`src/rtl/pixel_pkg.sv`:
```
// Shared screen geometry, colour constants, pixel record layout and plot-queue state encoding
// for the pixel output path.
package pixel_pkg;

  localparam int SCREEN_X_MAX = 319;
  localparam int SCREEN_Y_MAX = 239;
  localparam int PIXEL_CW     = 3;

  localparam logic [PIXEL_CW-1:0] BLACK  = 3'b000;
  localparam logic [PIXEL_CW-1:0] BULLET = 3'b101;

  typedef struct packed {
    logic [8:0]          x;
    logic [7:0]          y;
    logic [PIXEL_CW-1:0] colour;
  } pixel_t;

  typedef enum logic [1:0] {
    ST_IDLE  = 2'd0,
    ST_DRAIN = 2'd1,
    ST_CLEAR = 2'd2
  } state_e;

endpackage

```
`src/rtl/pixel_fifo.sv`:
```
// Synchronous FIFO holding pending pixel writes; head is visible combinationally
// and occupancy is kept in a registered level counter.
module pixel_fifo
  import pixel_pkg::*;
#(
  parameter int DEPTH = 16,
  parameter int W     = 20
) (
  input  logic                     clk,
  input  logic                     resetn,
  input  logic                     push_i,
  input  logic [W-1:0]             wdata_i,
  input  logic                     pop_i,
  output logic [W-1:0]             rdata_o,
  output logic                     full_o,
  output logic                     empty_o,
  output logic [$clog2(DEPTH):0]   level_o
);

  localparam int AW = $clog2(DEPTH);
  localparam int LW = AW + 1;
  localparam logic [LW-1:0] FULL_LVL = LW'(DEPTH);

  logic [W-1:0]  mem_q [DEPTH];
  logic [AW-1:0] wr_ptr_q, wr_ptr_d;
  logic [AW-1:0] rd_ptr_q, rd_ptr_d;
  logic [LW-1:0] level_q, level_d;
  logic          do_push, do_pop;

  // Guards make the FIFO safe even if a caller pushes when full or pops when empty.
  assign do_push = push_i && (level_q != FULL_LVL);
  assign do_pop  = pop_i && (level_q != '0);

  always_comb begin
    wr_ptr_d = wr_ptr_q;
    rd_ptr_d = rd_ptr_q;
    level_d  = level_q;
    if (do_push) wr_ptr_d = wr_ptr_q + 1'b1;
    if (do_pop)  rd_ptr_d = rd_ptr_q + 1'b1;
    case ({do_push, do_pop})
      2'b10:   level_d = level_q + 1'b1;
      2'b01:   level_d = level_q - 1'b1;
      default: level_d = level_q;
    endcase
  end

  always_ff @(posedge clk or negedge resetn) begin
    if (!resetn) begin
      wr_ptr_q <= '0;
      rd_ptr_q <= '0;
      level_q  <= '0;
    end else begin
      wr_ptr_q <= wr_ptr_d;
      rd_ptr_q <= rd_ptr_d;
      level_q  <= level_d;
    end
  end

  always_ff @(posedge clk) begin
    if (do_push) mem_q[wr_ptr_q] <= wdata_i;
  end

  assign rdata_o = mem_q[rd_ptr_q];
  assign full_o  = (level_q == FULL_LVL);
  assign empty_o = (level_q == '0);
  assign level_o = level_q;

endmodule

```
`src/rtl/pixel_plot_queue.sv`:
```
// Buffers upstream pixel writes and feeds vga_adapter one strobed pixel per cycle,
// with a full-screen raster clear sweep that takes priority over draining.
module pixel_plot_queue
  import pixel_pkg::*;
#(
  parameter int FIFO_DEPTH = 16,
  parameter int X_MAX      = SCREEN_X_MAX,
  parameter int Y_MAX      = SCREEN_Y_MAX,
  parameter int CW         = PIXEL_CW
) (
  input  logic                        clk,
  input  logic                        resetn,
  input  logic                        in_valid,
  output logic                        in_ready,
  input  logic [8:0]                  in_x,
  input  logic [7:0]                  in_y,
  input  logic [CW-1:0]               in_colour,
  input  logic                        clear_req,
  input  logic [CW-1:0]               clear_colour,
  output logic                        clear_busy,
  output logic                        clear_done,
  output logic [8:0]                  vga_x,
  output logic [7:0]                  vga_y,
  output logic [CW-1:0]               vga_colour,
  output logic                        vga_plot,
  output logic [$clog2(FIFO_DEPTH):0] fill_level
);

  localparam int LW = $clog2(FIFO_DEPTH) + 1;
  localparam logic [8:0] X_LAST = 9'(X_MAX);
  localparam logic [7:0] Y_LAST = 8'(Y_MAX);

  typedef struct packed {
    logic [8:0]    x;
    logic [7:0]    y;
    logic [CW-1:0] colour;
  } entry_t;

  entry_t        wr_entry, head;
  logic [$bits(entry_t)-1:0] fifo_rdata;
  logic          fifo_full, fifo_empty;
  logic [LW-1:0] fifo_level;
  logic          in_range, push, pop, sweep_last;

  state_e        state_q;
  logic          rdy_q;
  logic [8:0]    sx_q;
  logic [7:0]    sy_q;
  logic [CW-1:0] clr_col_q;

  // Readiness only looks at registered occupancy, so a same-edge pop never frees a slot early.
  assign in_ready   = rdy_q && !fifo_full;
  assign in_range   = (in_x <= X_LAST) && (in_y <= Y_LAST);
  assign push       = in_valid && in_ready && in_range;
  assign pop        = (state_q == ST_DRAIN) && !clear_req && !fifo_empty;
  assign sweep_last = (sx_q == X_LAST) && (sy_q == Y_LAST);
  assign wr_entry   = {in_x, in_y, in_colour};
  assign head       = fifo_rdata;
  assign fill_level = fifo_level;

  pixel_fifo #(
    .DEPTH (FIFO_DEPTH),
    .W     ($bits(entry_t))
  ) u_fifo (
    .clk     (clk),
    .resetn  (resetn),
    .push_i  (push),
    .wdata_i (wr_entry),
    .pop_i   (pop),
    .rdata_o (fifo_rdata),
    .full_o  (fifo_full),
    .empty_o (fifo_empty),
    .level_o (fifo_level)
  );

  always_ff @(posedge clk or negedge resetn) begin
    if (!resetn) begin
      state_q    <= ST_IDLE;
      rdy_q      <= 1'b0;
      sx_q       <= '0;
      sy_q       <= '0;
      clr_col_q  <= '0;
      vga_x      <= '0;
      vga_y      <= '0;
      vga_colour <= '0;
      vga_plot   <= 1'b0;
      clear_busy <= 1'b0;
      clear_done <= 1'b0;
    end else begin
      rdy_q      <= 1'b1;
      vga_plot   <= 1'b0;
      clear_done <= 1'b0;
      clear_busy <= 1'b0;
      case (state_q)
        ST_IDLE, ST_DRAIN: begin
          if (clear_req) begin
            state_q    <= ST_CLEAR;
            sx_q       <= '0;
            sy_q       <= '0;
            clr_col_q  <= clear_colour;
            clear_busy <= 1'b1;
          end else if (pop) begin
            vga_x      <= head.x;
            vga_y      <= head.y;
            vga_colour <= head.colour;
            vga_plot   <= 1'b1;
            // Leave DRAIN on the pop that takes the last entry with nothing arriving behind it.
            if (fifo_level == LW'(1) && !push) state_q <= ST_IDLE;
            else                               state_q <= ST_DRAIN;
          end else if (!fifo_empty) begin
            state_q <= ST_DRAIN;
          end else begin
            state_q <= ST_IDLE;
          end
        end
        ST_CLEAR: begin
          vga_x      <= sx_q;
          vga_y      <= sy_q;
          vga_colour <= clr_col_q;
          vga_plot   <= 1'b1;
          clear_busy <= 1'b1;
          if (sweep_last) begin
            sx_q       <= '0;
            sy_q       <= '0;
            clear_done <= 1'b1;
            state_q    <= fifo_empty ? ST_IDLE : ST_DRAIN;
          end else if (sx_q == X_LAST) begin
            sx_q <= '0;
            sy_q <= sy_q + 1'b1;
          end else begin
            sx_q <= sx_q + 1'b1;
          end
        end
        default: state_q <= ST_IDLE;
      endcase
    end
  end

endmodule

```
`config.mk`:
```
export PLATFORM = sky130hd
export DESIGN_NAME = pixel_plot_queue
export DESIGN_NICKNAME = d
export VERILOG_FILES = /design/src/rtl/pixel_pkg.sv /design/src/rtl/pixel_fifo.sv /design/src/rtl/pixel_plot_queue.sv
export SDC_FILE = /design/constraint.sdc
export NUM_CORES = 1
export LEC_CHECK = 0
export ABC_AREA = 1
export CAP_MARGIN = 20
export CORE_ASPECT_RATIO = 1.2
export CORE_UTILIZATION = 40
export CTS_CLUSTER_SIZE = 20
export DETAILED_ROUTE_END_ITERATION = 8
export GPL_TIMING_DRIVEN = 0
export PLACE_DENSITY = 0.66
export SYNTH_ARGS = -nofsm -noshare
export SYNTH_HDL_FRONTEND = slang
export SYNTH_SLANG_ARGS = --single-unit
```
`constraint.sdc`:
```
create_clock -name clk -period 2.5 [get_ports clk]
set_input_delay 0.25 -clock clk [delete_from_list [all_inputs] [get_ports clk]]
set_output_delay 0.25 -clock clk [all_outputs]
set_load 0.01 [all_outputs]
```
# --- Word level (Yosys, flattened, before mapping) ---
# Memories as Yosys holds them, arrays and structs flattened.
# Cells that the tools add are included.
totals:
  mem_bits_rw: 320
  inputBits: 27
  output_inout_bits: 29
  mem_count: 1
  register_bits: 59
  elab_cells: 94
memory_table:
  columns: ["name", "words", "width", "read_ports", "rd_ports_with_merged_regs", "wr", "line_no", "text"]
  rows:
  - ["u_fifo.mem_q", 16, 20, 1, 0, 1, "pixel_fifo.sv:24", "logic [W-1:0] mem_q [DEPTH];"]
op_classes:
  reduce_logical: 24
  n_eq_ne: 14
  addsub: 6
  muxes: 33
  magnitude_cmp: 2
op_table:
  columns: ["op", "count"]
  rows:
  - ["$mux W9", 5]
  - ["$mux W8", 5]
  - ["$pmux W9 S2", 2]
  - ["$pmux W8 S2", 2]
  - ["$logic_and A1 B1 Y1", 10]
  - ["$pmux W5 S2", 1]
  - ["$add A9 B1 Y9 const B", 1]
  - ["$eq A9 B9 Y1 const B", 1]
  - ["$le A9 B9 Y1 const B", 1]
  - ["$mux W1", 9]
  - ["$add A4 B1 Y4 const B", 2]
  - ["$add A8 B1 Y8 const B", 1]
  - ["$eq A8 B8 Y1 const B", 1]
  - ["$le A8 B8 Y1 const B", 1]
  - ["$mux W2", 3]
  - ["$mux W3", 2]
  - ["$ne A2 B2 Y1 const B", 3]
  - ["$pmux W3 S2", 1]
  - ["$reduce_and A3 Y1", 2]
  - ["$add A5 B1 Y5 const B", 1]
  - ["$eq A5 B1 Y1 const B", 1]
  - ["$eq A5 B5 Y1 const B", 1]
  - ["$logic_not A5 Y1", 1]
  - ["$ne A5 B5 Y1 const B", 1]
  - ["other kinds (13)", 21]

# --- Logic depth before layout (Yosys ltp) ---
# Gate-level depths: netlist of run 1.
depth:
  depth_word: 11
  mapped_depth: 13
  mapped_depth_nobuf: 13

# --- Hierarchy ---
# From an unflattened synthesis of run 1, not the netlist that was laid out.
unflattened:
  hier_cells: 1646
  hier_area_um2: 16548.4
modules_own_cells:
  columns: ["mod", "seq_area_each_um2", "instances", "cells_each", "area_each_um2"]
  rows:
  - ["pixel_fifo", 9934.5, 1, 1369, 14214.9]
  - ["pixel_plot_queue", 1151.1, 1, 277, 2333.5]

# --- Worst setup path after synthesis of run 1 ---
# OpenSTA, ideal clock, no wires.
synth_path:
  path_type: "reg2reg"
  start: "register u_fifo.level_q[0] (netlist: u_fifo.level_o[0])"
  end: "memory u_fifo.mem_q[11][0] (enable)"
  required_time_ns: 2.103
  path_stages_with_launch: 8
  setup_time_ns: 0.397
  setup_slack_ns: -0.013
  arrival_ns: 2.117
  path_cell_list: "dfrtp_1 inv_1 ha_1 nand3_1 nand2_1 nor2_2 nand2_1 nor2_1"
synth_via:
  elab_chain_cells: 8
  word_cells_on_any_way: 9
synth_lines:
  columns: ["item", "line_no", "text"]
  rows:
  - ["start: declaration", "pixel_fifo.sv:27", "logic [LW-1:0] level_q, level_d;"]
  - ["start signal: assignment", "pixel_fifo.sv:55", "level_q <= level_d;"]
  - ["$eq A5 B5 Y1", "pixel_fifo.sv:64", "assign full_o = (level_q == FULL_LVL);"]
  - ["$logic_not A1 Y1", "pixel_plot_queue.sv:52", "assign in_ready = rdy_q && !fifo_full;"]
  - ["$logic_and A1 B1 Y1", "pixel_plot_queue.sv:52", null]
  - ["$logic_and A1 B1 Y1 (2 in a row)", "pixel_plot_queue.sv:54", "assign push = in_valid && in_ready && in_range;"]
  - ["$logic_and A1 B1 Y1 (*)", "pixel_fifo.sv:31", "assign do_push = push_i && (level_q != FULL_LVL);"]
  - ["$mux W1 (*)", "pixel_fifo.sv:60", "if (do_push) mem_q[wr_ptr_q] <= wdata_i;"]
  - ["$mux W1 (implied by the code) (*)", "pixel_fifo.sv:60", null]
  - ["end: declaration", "pixel_fifo.sv:24", null]
# Mark *: on every way between the ends. The rest lies on a longest branch, timed or not.

# --- Final worst setup path of run 1 ---
layout_path:
  start: "register u_fifo.level_q[0] (netlist: u_fifo.level_o[0])"
  end: "memory u_fifo.mem_q[0][19] (enable)"
# The elaborated chain is that of the path after synthesis.

==> metrics list, run 1 <==
- For the worst setup path, the data required time is 2.73 ns.
- Wire length of the first global-routing pass: 67,200 um
* Worst path top cell family by delay: simple AND/OR/NAND/NOR gates
- Clock period minus final worst setup slack: 2.47 ns
- Of the cells placed in the final design, the portion with a size suffix greater than 1 is 9.21%.
- DRC violation total after the first TritonRoute iteration: 871
- The analysis attributes to net switching a power of 3650 uW.
- Counting every sink on the clock net gives 379.
* Sum of negative setup slack: 0 ns
- The critical path in this run is classified as reg2reg.
* Skew-Pair Late Insertion Delay: 0.54 ns
- In this run the tool buffered the top-level ports with 55 buffer cells.
* Clock tree from TritonCTS: yes
- The run finished with clean final reports.
- By area the synthesized netlist is led by edfxtp_1, nand2_1, dfrtp_1, nand3_1, inv_1.
- FF+latch count, synth: 379
- Total number of vias: 12,100
- nand2_1 is the most common cell in the netlist.
* Fraction of power consumed by combinational cells: 10.7%
- Number of flops mapped to enable cells by yosys: 320
* Number of H-tree levels: 2
* Area inside the core boundary: 41,800 sq um
- Floorplan die width: 190 um
- Of all nets on the critical path, the largest fanout is 16.
* Crit path arrival time: 2.70 ns
- Switching Fraction: 24.1%
- Routability-driven placement finished with a final weighted congestion of 0.867.
- In the routed layout, each cell is associated on average with a via count of 5.04.
- In the final routed layout, each cell accounts on average for 18.5 um.
- Async S/R FF share, synth: 15.6%
- Dividing the synthesized area by the synthesized cell count gives 9.96 sq um.
- Dividing the final minimum period by the clock period gives 98.7%.
* PD cells: 756 nW/um^2
- Number of antenna violations at the first check in global routing: 1
* Maximum number of pins on one net before global-route repair: 36
* Height of the chip: 227 um
* Die area: 43,100 sq um
* Area share of the leading cell type in the synthesized netlist: 56.9%
- Lkg Pwr: 0.00864 uW
- Headroom to the max-slew limit came out at 37.1%.
* Ordered cell list for the critical path: inv_1 -> ha_1 -> nand3_1 -> nand2_1 -> nor2_2 -> nand2_1 -> nor2_2 -> buf_8
* Number of unique standard cell types used by synthesis: 29
* GR Overflow Total: 0
* Number of global-route vias before repair: 11,700
- The final-report max-slew violation count is 0.
- IR analysis of the VDD net gives a maximum drop of 652 uV.
* Total wire length after detailed routing: 44,400 um
- Nets in the synthesized netlist: 1,735
* Effective utilization at floorplan: 40.5%
- HPWL reported at the end of detailed placement: 29,600 um
- After clock tree synthesis, the clock-pin slew on the worst setup and hold paths is 0.06 ns.
- Once layout is complete, the utilization of the core stands at 47.9%.
- The slowest stage of the critical path is the dfrtp_2 cell.
* Leading post-synthesis cells by instance count: nand2_1, edfxtp_1, inv_1
* Clock root buffer: clkbuf_16
- Internal power comes to 11,500 uW.
* Number of core rows: 82
- Syn Inst Count: 1,696
* Leading register cell type out of synthesis: edfxtp_1
- Summed instance area of the synthesized netlist: 16,900 sq um
- Total I/O pin count: 56
- CP startpoint kind: flop
- Buffer depth of the longest clock path: 3
* DRC: 0
* YS warnings: 0
- On the worst path, the slowest cell contributes a delay of 0.43 ns.
* Buffers plus inverters on the worst setup path: 2
- Clock share of power: 39.3%
- Library cell with the largest summed area after synthesis: edfxtp_1
* DR pass1 iterations: 5
- The tool flagged a number of max-cap violations equal to 0.
* Highest achievable clock rate: 405 MHz
* Share of synthesized area occupied by flip-flops and latches: 65.6%
- Final-report hold violation count: 0
- Num CTS Buffers: 38
* Endpoint type of the worst setup path: flop
* Worst clock skew on the final layout: 0.0181 ns
- After the last flow step, the layout net total stands at 1,868.
- All-layer global routing usage: 20.8%
* Seq pwr share: 50.0%
* Antenna violation net count after detailed routing: 0
- Transition at the pin with the smallest max-transition slack: 0.943 ns
- Setup repair after global routing could not meet its margin everywhere.
- Classification of the worst-slack hold path: in2reg
* Finish-stage setup viols: 0
- From synthesis to final layout, the design area changed by 18.3%.
## routing by layer
| layer | wire length, um | vias up | track usage [%] |
|---|---|---|---|
| li1 | - | 5713 | - |
| met1 | 17600 | 5816 | 25.4 |
| met2 | 21800 | 479 | 36.3 |
| met3 | 3230 | 111 | 3.39 |
| met4 | 1710 | 2 | 8.98 |
| met5 | 10 | - | 0 |
## worst reg2reg max path: stages, from the launching register on
cell,delay (ns)
dfrtp_2,0.43
inv_1,0.10
ha_1,0.22
nand3_1,0.10
nand2_1,0.11
nor2_2,0.28
nand2_1,0.28
nor2_2,0.40
buf_8,0.25
## state kept, by name (all words and copies together), names as in the netlist, 2 cells and up
register and cells:
u_fifo.mem_q 320, sx_q 9, vga_x 9, sy_q 8, vga_y 8, u_fifo.level_o 5
u_fifo.rd_ptr_q 4, u_fifo.wr_ptr_q 4, clr_col_q 3, vga_colour 3, state_q 2
## logic make-up (layout without fill, tap and decap cells)
kind of cell	count (synthesis)	in the layout	synth area share, %
simple gates	852	852	21.3
buf+inv	382	543	9.40
fa+ha+maj	12	12	0.889
flops	379	379	65.6
mux	1	1	0.0666
xor+xnor	19	19	0.985
compound gates	50	50	1.71
other cells	1	2	0.0222
## power by group through the flow
| stage | Combinational, uW | Clock [uW] | Sequential (uW) |
|---|---|---|---|
| 6_report | 1610 | 5940 | 7560 |
| 3_3_place_gp | 1390 | 0 | 7670 |
| 3_5_place_dp | 1520 | 0 | 7680 |
| 5_1_grt | 1780 | 6250 | 7600 |
| 2_1_floorplan | 761 | 0 | 7680 |
| 4_1_cts | 1580 | 6020 | 7550 |
## placed cells by master (no fill, tap or decap), drive strengths merged
cell           Yosys  routed
nand2            516     516
edfxtp           320     320
inv              304     306
nand3            288     288
buf               63     100
dfrtp             59      59
clkbuf            15      56
clkdlybuf4s50      0      50
nor2              41      41
o21ai             30      30
clkinv             0      17
xor2              15      15
ha                12      12
o22ai              8       8
o211ai             7       7
bufinv             0       7
a21oi              5       5
xnor2              4       4
nor3               3       3
dlygate4sd2        0       3
nand3b             2       2
nand4              2       2
clkinvlp           0       2
diode              0       1
mux2               1       1
dlygate4sd3        0       1
dlymetal6s2s       0       1
conb               1       1
## path summary, 6_finish.rpt
check | from | endpoint | slack (ns) | cells after the start
setup reg to reg | u_fifo.level_o[0] | u_fifo.mem_q[0][19] | 0.03 | 8
hold reg to reg | clr_col_q[1] | clr_col_q[1] | 0.52 | 2
min in group asynchronous | resetn | vga_colour[0] | 0.34 | 2
max in group asynchronous | resetn | u_fifo.level_o[0] | 1.48 | 3
setup / recovery | u_fifo.level_o[0] | u_fifo.mem_q[0][19] | 0.03 | 8
hold / removal | clear_colour[0] | clr_col_q[0] | 0.30 | 3
## metrics by stage
step                total power [uW]  hold WS (ns)  setup WS [ns]  instances  instance area, sq um
finish                         15100         0.299         0.0313       2404                 20000
global route                   15600         0.340        -0.0936       2403                 20000
CTS                            15200         0.293        -0.0314       2389                 19900
detailed placement              9200         0.402          -1.33       2314                 18400
global placement                9070         0.492          -2.17       2297                 18100
floorplan                       8440       -0.0456        -0.0133       1696                 16900
## layout make-up
type / instances / area (sq um)
Clock inverter: 28 / 308
Inverter: 304 / 1140
Tap cell: 546 / 683
Clock buffer: 40 / 980
Antenna cell: 1 / 2.50
Fill cell: 3687 / 21800
Buffer: 78 / 448
Multi-Input combinational cell: 935 / 4340
Sequential cell: 379 / 11100
Timing Repair Buffer: 93 / 1000
## timing repair
action / 4_1_cts / 5_1_grt
resized for setup: 15 / 9
endpoints found under the setup margin: 325 / 227
cloned: 0 / 0
pin swaps: 3 / 7
hold buffers: 1 / 0
hold endpoints to repair: 34 / 0
setup buffers: 6 / 14
Power figures use the tool's default switching activity.
==> run 2, diff against run 1 <==
- GPL_TIMING_DRIVEN: 0 -> default
- SKIP_CTS_REPAIR_TIMING: default -> 1
==> metrics list, run 2 (synthesized netlist as in run 1, its figures left out) <==
- The final-report max-slew violation count came to 0 (unchanged).
* DR WL/cell: 17.6 um (was 18.5 um)
* CP startpoint kind: input port (was flop)
- The detail-routed via count per cell was 4.95 (was 5.04).
* Most common cell after layout, fill and taps aside: nand2_1 (unchanged)
- The total length of routed wires came to 41,300 um (was 44,400 um).
- The cell with the biggest individual delay on the critical path is clkdlybuf4s50_1 (was dfrtp_2).
- Slowest Stage Delay on Critical Path: 0.53 ns (was 0.43 ns)
- Commonest cells after routing, fill and taps aside: nand2_1, edfxtp_1, inv_1 (unchanged).
- The arrival time of the worst setup path came to 2.48 ns (was 2.70 ns).
- Endpoint type of the worst setup path: flop (unchanged)
* Maximum number of pins on one net before global-route repair: 97 (was 36)
- Num CTS Buffers: 38 (unchanged)
- RSZ-0062 raised after global routing: no (was yes)
* Clock tree from TritonCTS: yes (unchanged)
* Worst clock skew on the final layout: 0.0140 ns (was 0.0181 ns)
- The CTS root buffer is clkbuf_16 (unchanged).
- The number of DRC violations after detailed-routing iteration 0 was 885 (was 871).
- The share of the clock period used by the worst path after layout came to 90.0% (was 98.7%).
- Reported max-cap violation count: 0 (unchanged)
* Finish-stage setup viols: 0 (unchanged)
- The H-tree depth is 2 (unchanged).
- Status: finished, final reports clean (unchanged)
- The clock latency of the later-clocked register in the worst-skew pair is 0.53 ns (was 0.54 ns).
- The routability congestion estimate from global placement was 0.865 (was 0.867).
- The number of vias after detailed routing was 11,600 (was 12,100).
- The overall global routing resource usage is 19.5% (was 20.8%).
- The power density over the cells was 760 nW/um^2 (was 756 nW/um^2).
- The CTS sink count came to 379 (unchanged).
- Max reg flops: 320 (unchanged)
- R2r startpoint: u_fifo.level_o[0] (unchanged)
* Area Growth Syn to Fin: 16.3% (was 18.3%)
* GR Overflow Total: 0 (unchanged)
- Classification of the worst-slack hold path: in2async (was in2reg)
- The post-route DRC violation count was 0 (unchanged).
- Clock period minus final worst setup slack: 2.25 ns (was 2.47 ns)
- Top register by number of flip-flops: u_fifo.mem_q (unchanged)
* Maximum fanout along the worst path: 11 (was 16)
- End of the critical path: u_fifo.mem_q[13][3] (was u_fifo.mem_q[0][19])
- Final-report hold violation count: 0 (unchanged)
- Transition at the pin with the smallest max-transition slack: 0.835 ns (was 0.943 ns)
* Critical path depth in cells: 8 (unchanged)
- The required time of the worst setup path was 2.73 ns (about the same).
- The post-place instance area was 18,400 sq um (about the same).
* Worst setup path startpoint: in_x[6] (was u_fifo.level_o[0])
- The number of primary I/O pins came to 56 (unchanged).
- The total placed cells including tap cells was 2,279 (was 2,314).
- Endpoint of the worst-slack reg-to-reg timing path: u_fifo.mem_q[13][3] (was u_fifo.mem_q[0][19])
* Number of global-route vias before repair: 11,200 (was 11,700)
- The global-route wire length before repair came to 64,300 um (was 67,200 um).
* Worst-case hold slack: 0.315 ns (was 0.299 ns)
* Ant. Diodes: 0 (was 1)
- Ratio of cells with drive above 1 in the final layout: 8.31% (was 9.21%)
* Final core area utilization: 47.0% (was 47.9%)
* Layout Cell Area excl Fill: 19,600 sq um (was 20,000 sq um)
- Effective utilization at floorplan: 40.5% (unchanged)
- The count of input and output buffers came to 55 (unchanged).
* Number of core rows: 82 (unchanged)
* Worst Path Class, Setup: in2reg (was reg2reg)
* Height of the chip: 227 um (unchanged)
- The slack of the worst reg-to-reg path was 0.25 ns (was 0.03 ns).
* DR pass1 iterations: 5 (unchanged)
- Floorplan die width: 190 um (unchanged)
- Largest registers ranked by flip-flop count: u_fifo.mem_q: 320 flops, sx_q: 9 flops, vga_x: 9 flops (unchanged).
- Slew headroom: 44.1% (was 37.1%)
- The die area is 43,100 sq um (unchanged).
* Ordered cell list for the critical path: clkdlybuf4s50_1 -> o21ai_0 -> buf_4 -> nand3_1 -> nor2_2 -> nand2_1 -> nor2_2 -> buf_4 (was inv_1 -> ha_1 -> nand3_1 -> nand2_1 -> nor2_2 -> nand2_1 -> nor2_2 -> buf_8)
- The area of the core came to 41,800 sq um (unchanged).
- Filler-free cell count of the finished design: 2,350 (was 2,404)
- The maximum buffer depth of the clock tree came to 3 (unchanged).
* Net total in the final layout: 1,814 (was 1,868)
- The number of antenna violations at the first check in global routing was 0 (was 1).
* Clock-pin slew reported for the worst setup and hold paths after clock tree synthesis: 0.06 ns (about the same)
- Worst VDD drop: 623 uV (was 652 uV)
* Antenna violation net count after detailed routing: 0 (unchanged)
- Highest achievable clock rate: 444 MHz (was 405 MHz)
* Buffers plus inverters on the worst setup path: 3 (was 2)
* Worst R2R Path Depth: 8 (unchanged)
* HPWL reported at the end of detailed placement: 26,500 um (was 29,600 um)
* Lkg Pwr: 0.00846 uW (was 0.00864 uW)
- Worst path top cell family by delay: buffers and inverters (was simple AND/OR/NAND/NOR gates)
==> run 2: changes by cell type in the layout (fill, tap and decap cells not counted), sizes merged <==
| cell | change |
|---|---|
| buf | -38 |
| bufinv | -2 |
| clkbuf | -10 |
| clkdlybuf4s50 | +3 |
| clkinv | -6 |
| clkinvlp | +3 |
| diode | -1 |
| dlygate4sd2 | -3 |
==> run 2: worst min path at each step <==
stage / cells after the start / to / slack [ns] / start
3_5_place_dp: 1 / clear_busy / 0.35 / resetn
4_1_cts: 1 / sx_q[2] / -0.21 / resetn
2_1_floorplan: 0 / clear_busy / -0.05 / resetn
6_report: 2 / clear_busy / 0.31 / resetn
5_1_grt: 3 / clr_col_q[1] / 0.32 / clear_colour[1]
3_3_place_gp: 1 / vga_x[5] / 0.36 / resetn
==> run 2: final cells by class <==
type	instances	area, sq um
Timing Repair Buffer	117	1200
Sequential cell	379	11100
Inverter	304	1140
Clock buffer	46	1000
Multi-Input combinational cell	935	4260
Clock inverter	23	259
Tap cell	546	683
Fill cell	3774	22100
==> run 2: report_power, final <==
group | switching [uW] | internal (uW) | total, uW
sequential | 296 | 7260 | 7560
clock | 2390 | 3400 | 5790
combinational | 924 | 654 | 1580
total | 3610 | 11300 | 14900
==> run 2: per-layer routing <==
layer | wire length, um | track usage (%)
met5 | 0 | 0
met4 | 1140 | 6.43
met3 | 2510 | 2.48
met2 | 20200 | 33.1
met1 | 17400 | 25.9
==> run 2: per-stage QoR <==
stage | setup slack, ns | power (uW) | TNS (ns)
after floorplan | -0.0133 | 8440 | -1.06
after global placement | -0.253 | 9210 | -59.65
after detailed placement | -0.276 | 9260 | -66.67
after CTS | -0.00288 | 15000 | -0.00288
after global routing | 0.0827 | 15500 | 0
final | 0.250 | 14900 | 0
==> run 3, diff against run 2 <==
- CORE_ASPECT_RATIO: 1.2 -> default
==> metrics list, run 3 (synthesized netlist as in run 1, its figures left out) <==
* Status: finished, final reports clean (unchanged)
* Sum of negative setup slack: 0 ns (unchanged)
- RSZ-0062 raised after global routing: no (unchanged).
- Largest registers ranked by flip-flop count: u_fifo.mem_q: 320 flops, sx_q: 9 flops, vga_x: 9 flops (unchanged)
- Filler Cell Count: 3,703 (was 3,774)
- The CTS tree was yes (unchanged).
* Worst VDD drop: 555 uV (was 623 uV)
- The cell area after layout came to 19,700 sq um (was 19,600 sq um).
- DR pass1 iterations: 5 (unchanged)
- The number of primary I/O pins was 56 (unchanged).
- Final Cycle Share: 92.6% (was 90.0%)
- The multi-input gate area in the final layout is 4260 sq um (unchanged).
- Worst setup slack after layout: 0.186 ns (was 0.250 ns)
- Area Growth Syn to Fin: 16.5% (was 16.3%)
* Most common cell after layout, fill and taps aside: nand2_1 (unchanged)
- Commonest cells after routing, fill and taps aside: nand2_1, edfxtp_1, inv_1 (unchanged)
- Final-report hold violation count: 0 (unchanged)
* Number of global-route vias before repair: 11,400 (was 11,200)
- The launch point of the worst reg-to-reg path was u_fifo.level_o[0] (unchanged).
- Net total in the final layout: 1,824 (was 1,814)
- Flip-flop and latch area: 11,100 sq um (unchanged)
* Lkg Pwr: 0.00850 uW (was 0.00846 uW)
* Worst-case hold slack: 0.248 ns (was 0.315 ns)
- The clock latency of the later-clocked register in the worst-skew pair was 0.55 ns (was 0.53 ns).
- Slew headroom: 43.9% (was 44.1%)
- The register clock-pin slew on the reported worst setup and hold paths came to 0.06 ns (about the same).
- Height of the chip: 208 um (was 227 um)
- The fraction of final layout cells sized beyond drive strength 1 was 8.39% (was 8.31%).
- All-layer global routing usage: 20.2% (was 19.5%)
- Num CTS Buffers: 39 (was 38)
* Total number of vias: 11,800 (was 11,600)
* Total wire length after detailed routing: 43,000 um (was 41,300 um)
* Routed wire length on met3: 3800 um (was 2510 um)
- The CTS sink count came to 379 (unchanged).
- Crit path arrival time: 2.56 ns (was 2.48 ns)
* Seq pwr share: 51.3% (was 50.6%)
- The category of the worst setup path launch point is a flop (was input port).
- DR WL/cell: 18.4 um (was 17.6 um)
- The maximum buffer depth of the clock tree is 3 (unchanged).
- The post-placement setup slack came to 0.0445 ns (was -0.276 ns).
* Gp weighted congestion: 0.915 (was 0.865)
- Worst Path Class, Setup: reg2reg (was in2reg)
- Antenna violation net count after detailed routing: 0 (unchanged)
* Maximum fanout along the worst path: 6 (was 11)
- The die area was 43,100 sq um (about the same).
* Max Used Layer: met4 (unchanged)
- DR vias/cell: 5.04 (was 4.95)
- DRC: 0 (unchanged)
* Number of H-tree levels: 2 (unchanged)
* Area inside the core boundary: 41,200 sq um (was 41,800 sq um)
- Total of buffers placed on input and output ports: 55 (unchanged)
- Ant. Diodes: 0 (unchanged)
* P_int: 11,100 uW (was 11,300 uW)
- The final clock skew came to 0.0268 ns (was 0.0140 ns).
* Floorplan die width: 208 um (was 190 um)
* Clock root buffer: clkbuf_16 (unchanged)
- Highest achievable clock rate: 432 MHz (was 444 MHz)
* Number of core rows: 74 (was 82)
- The final critical-path required period came to 2.31 ns (was 2.25 ns).
- Worst R2R Path Depth: 8 (unchanged)
- The number of antenna violations at the first check in global routing is 0 (unchanged).
- Met1 routed wirelength after detailed routing: 18,800 um (was 17,400 um)
- The global-route wire length before repair is 66,700 um (was 64,300 um).
* HPWL reported at the end of detailed placement: 28,200 um (was 26,500 um)
* Effective utilization at floorplan: 41.0% (was 40.5%)
- The slack of the worst reg-to-reg path was 0.19 ns (was 0.25 ns).
* Finish-stage setup viols: 0 (unchanged)
- Met2 Wirelength: 19,700 um (was 20,200 um)
- The worst min-delay path class is in2async (unchanged).
- Top register by number of flip-flops: u_fifo.mem_q (unchanged)
- Transition at the pin with the smallest max-transition slack: 0.838 ns (was 0.835 ns)
- The worst reg2reg path endpoint was u_fifo.mem_q[10][6] (was u_fifo.mem_q[13][3]).
* Reported max-cap violation count: 0 (unchanged)
- The switching power was 3620 uW (was 3610 uW).
- Final max-slew violation count: 0 (unchanged)
- The nature of the critical path endpoint is a flop (unchanged).
- Clock share of power: 37.8% (was 38.8%)
- Fraction of power consumed by combinational cells: 10.9% (was 10.6%)
- Placed Area: 18,500 sq um (was 18,400 sq um)
* CP Data Required Time: 2.74 ns (was 2.73 ns)
- The switching power share of the total is 24.6% (was 24.2%).
* Max reg flops: 320 (unchanged)
- The power density over the cells was 748 nW/um^2 (was 760 nW/um^2).
- The number of DRC violations after detailed-routing iteration 0 came to 1,364 (was 885).
- The pin count of the biggest net entering global routing was 98 (was 97).
* GR Overflow Total: 0 (unchanged)
run 3: cell count changes in the layout (fill, tap and decap cells not counted), sizes merged:
cell      previous run  this run
buf                 62        71
clkinv              11        16
clkinvlp             5         0
bufinv               5         3
clkbuf              46        47
inv                306       305
run 3: metrics by stage:
| step | utilization, % | instances | total power (uW) |
|---|---|---|---|
| 2_1_floorplan | - | 1696 | 8440 |
| 3_3_place_gp | 44.8 | 2275 | 9240 |
| 3_5_place_dp | 44.8 | 2275 | 9280 |
| 4_1_cts | 47.7 | 2342 | 14800 |
| 5_1_grt | 47.8 | 2343 | 15300 |
| 6_report | 47.8 | 2343 | 14700 |
run 3: per-layer routing:
layer | vias to the layer above | global-route usage [%]
met5 | - | 0
met1 | 5658 | 29.0
met3 | 60 | 3.56
met2 | 455 | 31.8
met4 | 0 | 4.86
li1 | 5632 | -
run 3: worst max-delay path, stage by stage (launching register included):
cell     delay (ns)
dfrtp_2        0.41
inv_1          0.09
ha_1           0.21
nand3_1        0.09
nand2_1        0.13
nor2_2         0.28
nand2_1        0.24
nor2_2         0.33
buf_4          0.23
run 3: worst max-delay path by stage:
stage,endpoint,startpoint,slack [ns],cells after the start
final,u_fifo.mem_q[10][6],u_fifo.level_o[0],0.19,8
after global placement,u_fifo.mem_q[10][15],in_x[6],0.04,8
after global routing,u_fifo.mem_q[10][12],u_fifo.level_o[1],0.10,8
after CTS,in_ready,u_fifo.level_o[0],-0.003,6
after detailed placement,u_fifo.mem_q[10][6],in_x[6],0.04,8
after floorplan,u_fifo.mem_q[11][0],u_fifo.level_o[0],-0.01,7
run 3: final cells by class:
type,count,share of cell area [%]
tap,532,3.38
clock inverter,20,0.985
multi-input combinational,935,21.7
inverter,304,5.81
clock buffer,47,5.11
timing repair buffer,126,6.71
sequential,379,56.3
run 3: power by group through the flow:
stage | sequential [uW] | combinational, uW | clock, uW
3_3_place_gp | 7680 | 1560 | 0
3_5_place_dp | 7680 | 1600 | 0
2_1_floorplan | 7680 | 761 | 0
6_report | 7550 | 1600 | 5570
4_1_cts | 7550 | 1610 | 5640
5_1_grt | 7600 | 1780 | 5880
